<file path="config.mk">
export PLATFORM = sky130hd
export DESIGN_NAME = const_mul_seq
export DESIGN_NICKNAME = d
export VERILOG_FILES = /design/src/rtl/const_mul_seq_pkg.sv /design/src/rtl/const_mul_seq_mul.sv /design/src/rtl/const_mul_seq.sv
export SDC_FILE = /design/constraint.sdc
export NUM_CORES = 1
export LEC_CHECK = 0
export BUFFER_PORTS_ARGS = -buffer_cell sky130_fd_sc_hd__buf_2
export CORE_AREA = 2 2 91 93
export CTS_CLUSTER_SIZE = 12
export DETAILED_ROUTE_END_ITERATION = 10
export DIE_AREA = 0 0 93 95
export PLACE_DENSITY = 0.62
export SLEW_MARGIN = 20
export SYNTH_ARGS = -nofsm -noshare
export SYNTH_HDL_FRONTEND = slang
export SYNTH_SLANG_ARGS = --single-unit
</file>
<file path="constraint.sdc">
create_clock -name clk -period 5.6 [get_ports clk]
set_input_delay 1.12 -clock clk [delete_from_list [all_inputs] [get_ports clk]]
set_output_delay 1.12 -clock clk [all_outputs]
set_load 0.005 [all_outputs]
</file>
<file path="src/rtl/const_mul_seq_pkg.sv">
// Shared defaults, width derivation and FSM state type for the sequential
// constant-coefficient multiplier.
package const_mul_seq_pkg;

  localparam int unsigned DW_DEF    = 8;
  localparam int unsigned NCOEF_DEF = 4;
  localparam int unsigned CW_DEF    = 4;

  function automatic int unsigned ow_calc(input int unsigned dw, input int unsigned cw);
    return dw + cw;
  endfunction

  typedef enum logic {
    IDLE,
    RUN
  } state_t;

endpackage

</file>
<file path="src/rtl/const_mul_seq_mul.sv">
// Combinational unsigned DW x CW multiply, built as a shift-add over the
// coefficient bits.
module const_mul_seq_mul
  import const_mul_seq_pkg::*;
#(
  parameter int unsigned DW = DW_DEF,
  parameter int unsigned CW = CW_DEF,
  localparam int unsigned OW = ow_calc(DW, CW)
) (
  input  logic [DW-1:0] a,
  input  logic [CW-1:0] b,
  output logic [OW-1:0] p
);

  always_comb begin
    p = '0;
    for (int unsigned i = 0; i < CW; i++) begin
      if (b[i]) begin
        p = p + (OW'(a) << i);
      end
    end
  end

endmodule

</file>
<file path="src/rtl/const_mul_seq.sv">
// Sequential multiplier: one accepted sample is multiplied by each of NCOEF
// captured coefficients in turn, one product per output handshake.
module const_mul_seq
  import const_mul_seq_pkg::*;
#(
  parameter int unsigned DW    = DW_DEF,
  parameter int unsigned NCOEF = NCOEF_DEF,
  parameter int unsigned CW    = CW_DEF,
  localparam int unsigned OW   = ow_calc(DW, CW),
  localparam int unsigned IW   = $clog2(NCOEF)
) (
  input  logic                clk,
  input  logic                rst,
  input  logic [DW-1:0]       d,
  input  logic                in_valid,
  output logic                in_ready,
  input  logic [NCOEF*CW-1:0] coef,
  output logic [OW-1:0]       out,
  output logic                out_valid,
  input  logic                out_ready,
  output logic [IW-1:0]       out_idx,
  output logic                out_last
);

  state_t          state;
  state_t          state_nxt;
  logic [DW-1:0]   d_h;
  logic [CW-1:0]   coef_h [NCOEF];
  logic [IW-1:0]   idx;
  logic [IW-1:0]   idx_inc;
  logic            last_slot;
  logic            accept;
  logic            hs;
  logic [DW-1:0]   mul_a;
  logic [CW-1:0]   mul_b;
  logic [OW-1:0]   prod;

  assign last_slot = (idx == IW'(NCOEF - 1));
  assign idx_inc   = idx + IW'(1);
  assign accept    = in_valid && in_ready;
  assign hs        = out_valid && out_ready;
  assign out_idx   = idx;

  always_ff @(posedge clk or negedge rst) begin
    if (!rst) begin
      state <= IDLE;
    end else begin
      state <= state_nxt;
    end
  end

  always_comb begin
    state_nxt = state;
    case (state)
      IDLE:    if (in_valid) state_nxt = RUN;
      RUN:     if (out_ready && last_slot && !in_valid) state_nxt = IDLE;
      default: state_nxt = IDLE;
    endcase
  end

  // in_ready in RUN is combinational from out_ready so the last handshake
  // and the next acceptance can share a cycle.
  always_comb begin
    out_valid = (state == RUN);
    out_last  = (state == RUN) && last_slot;
    in_ready  = (state == IDLE) || ((state == RUN) && out_ready && last_slot);
  end

  // The single multiplier sees the live inputs on acceptance, otherwise the
  // held sample against the coefficient for the upcoming index.
  always_comb begin
    mul_a = d_h;
    mul_b = coef_h[idx_inc];
    if (accept) begin
      mul_a = d;
      mul_b = coef[CW-1:0];
    end
  end

  const_mul_seq_mul #(
    .DW(DW),
    .CW(CW)
  ) u_mul (
    .a(mul_a),
    .b(mul_b),
    .p(prod)
  );

  always_ff @(posedge clk or negedge rst) begin
    if (!rst) begin
      d_h <= '0;
      idx <= '0;
      out <= '0;
      for (int unsigned i = 0; i < NCOEF; i++) begin
        coef_h[i] <= '0;
      end
    end else if (accept) begin
      d_h <= d;
      idx <= '0;
      out <= prod;
      for (int unsigned i = 0; i < NCOEF; i++) begin
        coef_h[i] <= coef[i*CW +: CW];
      end
    end else if (hs && !last_slot) begin
      idx <= idx_inc;
      out <= prod;
    end
  end

endmodule

</file>
; Word level (Yosys, flattened, before mapping)
; Index checks and enable logic that the tools add are counted.
[word_totals]
register_bits = 39
in_bits = 28
output_inout_bits = 17
word_cells = 43
[classes]
add_sub_neg = 4
order_cmp = 1
n_eq_ne = 1
mux = 16
n_bitwise = 2
n_reduce_logical = 11
[op_table]
columns = operator, count
row1 = $mux 12, 5
row2 = $mux 8, 2
row3 = $add 12x10->12, 1
row4 = $add 12x11->12, 1
row5 = $add 12x9->12, 1
row6 = $mux 4, 3
row7 = $bmux 4 s2, 1
row8 = $logic_and 1x1->1, 7
row9 = $mux 2, 2
row10 = $ge 3x3->1 const B, 1
row11 = $not 2->3, 1
row12 = $add 2x1->2 const B, 1
row13 = $eq 2x2->1 const B, 1
row14 = $logic_not 1->1, 2
row15 = $mux 1, 2
row16 = $pmux 1 s2, 1
row17 = $reduce_bool 2->1, 1
row18 = $logic_or 1x1->1, 1
row19 = $not 1->1, 1

; Logic depth before layout (Yosys ltp)
[depth]
depth_word = 15
ltp_mapped = 28
depth_no_buf = 27

; Cells and area by module
; A second synthesis with hierarchy kept.
[hier_totals]
hier_cells = 272
area_unflattened_um2 = 3091.7
[modules_own_cells]
columns = module, n_inst, cells_per_inst, area_each_um2
row1 = const_mul_seq, 1, 103, 1769.2
row2 = const_mul_seq_mul, 1, 169, 1322.5

; Worst setup path after synthesis
; OpenSTA, ideal clock, no wires.
[synth_timing]
path_type = input -> register
start = input port in_valid
end = register out[10]
setup_time_ns = 0.082
arrival_ns = 6.221
required_time_ns = 5.518
slack_ns = -0.703
path_stages = 26
cell_sequence = buf_2 -> inv_1 -> nor2_1 -> clkbuf_1 -> mux2i_1 -> nor2_1 -> ha_1 -> fa_1 -> a21oi_1 -> a31oi_1 -> a2111oi_2 -> o21ai_0 -> xnor2_1 -> o21ai_0 -> ha_1 -> nand2_1 -> o21ai_0 -> xor2_1 -> nand2_1 -> o31ai_1 -> ha_1 -> o21a_1 -> o31a_1 -> o21a_1 -> or3_1 -> a31oi_1
[synth_between]
elab_chain_len = 11
[synth_rtl]
columns = element, line
row1 = "start, declared", const_mul_seq.sv:15  ; input logic in_valid,
row2 = $logic_and 1x1->1 (*), const_mul_seq.sv:40  ; assign accept = in_valid && in_ready;
row3 = $mux 8 or $mux 4 (tied branches), --
row4 = $mux 8, const_mul_seq_mul.sv:18  ; if (b[i]) begin
row5 = $add 12x9->12, const_mul_seq_mul.sv:19  ; p = p + (OW'(a) << i);
row6 = $mux 12, const_mul_seq_mul.sv:18
row7 = $add 12x10->12, const_mul_seq_mul.sv:19
row8 = $mux 12, const_mul_seq_mul.sv:18
row9 = $add 12x11->12, const_mul_seq_mul.sv:19
row10 = $mux 12, const_mul_seq_mul.sv:18
row11 = $mux 12, const_mul_seq.sv:104  ; end else if (hs && !last_slot) begin
row12 = $mux 12, const_mul_seq.sv:97  ; end else if (accept) begin
row13 = "end signal, assigned", const_mul_seq.sv:100  ; out <= prod;
row14 = "end signal, assigned", const_mul_seq.sv:106  ; out <= prod;
row15 = "end, declared", const_mul_seq.sv:18  ; output logic [OW-1:0] out,
; Every way passes the cells marked *; elsewhere a longest branch is shown, timed or not. The select of a mux whose other input is x is not followed.
; A chain may end at the register's enable or synchronous reset.

; Worst setup path in the final report
[layout_timing]
start = input port out_ready
end = register out[10]
[layout_between]
elab_chain_len = 14
[layout_rtl]
columns = element, line
row1 = "start, declared", const_mul_seq.sv:20  ; input logic out_ready,
row2 = $logic_and 1x1->1 (*), "const_mul_seq.sv:41, const_mul_seq.sv:66"
row3 = $logic_and 1x1->1, const_mul_seq.sv:66  ; in_ready = (state == IDLE) || ((state == RUN) && out_ready && last_slot);
row4 = $logic_or 1x1->1, const_mul_seq.sv:66
row5 = $logic_and 1x1->1, const_mul_seq.sv:40
row6 = $mux 8 or $mux 4 (tied branches), --
row7 = $mux 8, const_mul_seq_mul.sv:18
row8 = $add 12x9->12, const_mul_seq_mul.sv:19
row9 = $mux 12, const_mul_seq_mul.sv:18
row10 = $add 12x10->12, const_mul_seq_mul.sv:19
row11 = $mux 12, const_mul_seq_mul.sv:18
row12 = $add 12x11->12, const_mul_seq_mul.sv:19
row13 = $mux 12, const_mul_seq_mul.sv:18
row14 = $mux 12, const_mul_seq.sv:104
row15 = $mux 12, const_mul_seq.sv:97
; Marks and branches as above.

==> flow_summary.yaml <==
synth:
  ys_seq_elements: 39
  synth_seq_area_share_pct: 32.2
  ys_types: 57
  yosysWarnings: 0
  yosys-top-cells-area: "dfrtp_1, nand2_1, ha_1"
  synth_edf_count: 0
  synth_ff_type: "dfrtp_1"
  yosys.area.top_type: "dfrtp_1"
  async_reset_ff_share_pct: 100
  syn_area_mm2: 0.00303
  syn_nets: 416
  synthTopCellsByCount: "nand2_1, dfrtp_1, o21ai_0"
  synth_top_area_share_pct: 32.2
  synth.most_common_cell: "nand2_1"
  netlist_instances: 361
  avgSynthCellArea_um2: 8.40
cts:
  cts-root-buf: "clkbuf_8"
  cts_inserted_buffers: 5
  clk_latency_ns: 0.30
  hold_buffers: 0
  htree_num_levels: 2
  clock_sinks: 39
  cts.path.max_buffers: 2
  clk_pin_slew_ns: 0.08
  cts_tree: "done"
floorplan:
  boundaryPins: 45
  die_x_um: 93
  core_area_mm2: 0.00793
  row_count: 33
  start_util_pct: 38.3
  dieArea_mm2: 0.00884
  fp.dieH_um: 95
sta:
  tightestPinTransition_ns: 0.926
  slew_viol_final: 0
  fin_crit_ns: 5.44
  final-setup-viol-count: 0
  finalWorstSetupSlack_ns: 0.160
  hold_viol: 0
  max_freq_ghz: 0.184
  tns_ns: 0
  timing.final.crit_share_pct: 97.1
  rsz0062_at_grt: "yes"
  clock-skew-final_ns: 0.0103
  relSlewSlack_pct: 38.3
route:
  drt-total-wl_mm: 8.05
  vias: 2905
  post_drt_wl_per_cell_um: 14.4
  drc: 0
  ant_nets: 0
  first_iter_violations: 168
  dr.pass1.iters: 4
  viasPerCell: 5.22
cells_and_area:
  syn_to_final_growth_pct: 32.6
  fin_cells: 557
  drive_gt1_share_pct: 31.9
  diodes: 0
  nets: 506
  post-route-util_pct: 50.7
setup_path:
  criticalPathCategory: "input port to flop"
  crit_path_start_kind: "input port"
  startpoint: "out_ready"
  cp_max_fo: 5
  crit_required_ns: 5.82
  cp-end-kind: "flop"
  reg2reg_slack_ns: 0.24
  reg2reg_from: "out_idx[0]$_DFFE_PN0P_"
  arrival_ns: 5.66
placement:
  port_buffers: 44
  place.gp.congestion: 0.893
  dp_hpwl_mm: 6.15
  placedCellCount: 543
  post-place-ws_ns: -0.200
global_route:
  grt.overflow.total: 0
  grt_usage_pct: 19.3
  use_met3_pct: 2.47
  first_global_vias: 2846
  grt_max_degree: 40
  busiest_layer: "met2"
  grt_use_met1_pct: 25.9
  met2_usage_pct: 32.5
  grt_pass1_wl_mm: 13.7
  antenna_found_initial: 0
worst_hold_path:
  hp-start: "out[1]$_DFFE_PN0P_"
  min_path_type: "flop to flop"
run:
  cap_violations: 0
status:
  status: "completed"
[logic make-up (layout without fill, tap and decap cells)]
family | count (synthesis) | in the layout | synth area share (%)
simple gates | 136 | 136 | 18.6
compound gates | 100 | 100 | 22.5
flops | 39 | 39 | 32.2
buf+inv | 28 | 119 | 3.84
fa+ha+maj | 27 | 27 | 11.9
mux | 17 | 17 | 6.93
xor+xnor | 14 | 14 | 4.04
[sequential cells by signal, summed over array words and instances (netlist names)]
| signal | count |
|---|---|
| out | 12 |
| out_valid | 1 |
| d_h | 8 |
| out_idx | 2 |
| coef_h | 16 |
[stage by stage]
step / hold WS [ns] / area, um2
after detailed placement: 0.461 / 3720
after global placement: 0.456 / 3720
final: 0.476 / 4020
after CTS: 0.483 / 3840
after global routing: 0.499 / 4020
after floorplan: 0.437 / 3100
[routing by layer]
metal	up-vias	wire length (um)
li1	1469	-
met1	1363	3730
met2	57	3810
met3	16	304
met4	0	197
met5	-	0
[layout make-up]
class                           count  area (um2)
Clock inverter                      2        38.8
Multi-Input combinational cell    294        2110
Inverter                           14        52.6
Tap cell                          105         131
Sequential cell                    39         976
Timing Repair Buffer               97         628
Fill cell                         798        3910
Clock buffer                        6        82.6
[placed cells by master (no fill, tap or decap), types with 7 or more instances in the layout]
cell type  synthesis  layout
ha_1              24      21
o21a_1             7       7
nand3_1            7       7
o21ai_0           26      16
a21oi_1           22      18
mux2i_1            9       7
buf_4              0      52
dfrtp_1           39      39
inv_1             13      11
nand2_1           89      87
buf_2              3      43
xnor2_1            9       8
nor2_1            21      19
[worst paths after layout]
kind / endpoint / depth (start not counted)
worst min register to register: out[1]$_DFFE_PN0P_ / 2
worst min-delay path: out[1]$_DFFE_PN0P_ / 2
worst max register to register: out[10]$_DFFE_PN0P_ / 23
min in group asynchronous: out[9]$_DFFE_PN0P_ / 1
max in group asynchronous: out[8]$_DFFE_PN0P_ / 1
worst max-delay path: out[10]$_DFFE_PN0P_ / 25
[timing repair]
action | CTS | global route
setup endpoints to repair | 0 | 5
buffers inserted | 0 | 6
resized for setup | 0 | 30
[critical path, cell delays in order]
cell	delay, ns
buf_6	0.10
a21boi_4	0.18
inv_2	0.08
nand2_4	0.08
mux2i_4	0.25
nor2_2	0.06
ha_2	0.20
fa_2	0.40
a21oi_2	0.19
a31oi_4	0.06
a2111oi_4	0.47
o21ai_2	0.14
xnor2_2	0.19
o21ai_2	0.09
ha_4	0.32
nor3_2	0.04
o21ai_1	0.08
o311ai_1	0.11
a22oi_1	0.25
ha_1	0.29
o21a_1	0.19
o31a_1	0.10
o21a_1	0.20
or3_1	0.31
a31oi_1	0.13
Power is not shown: default switching activity piles up to over one toggle a cycle in this logic, so the estimate is an artifact.
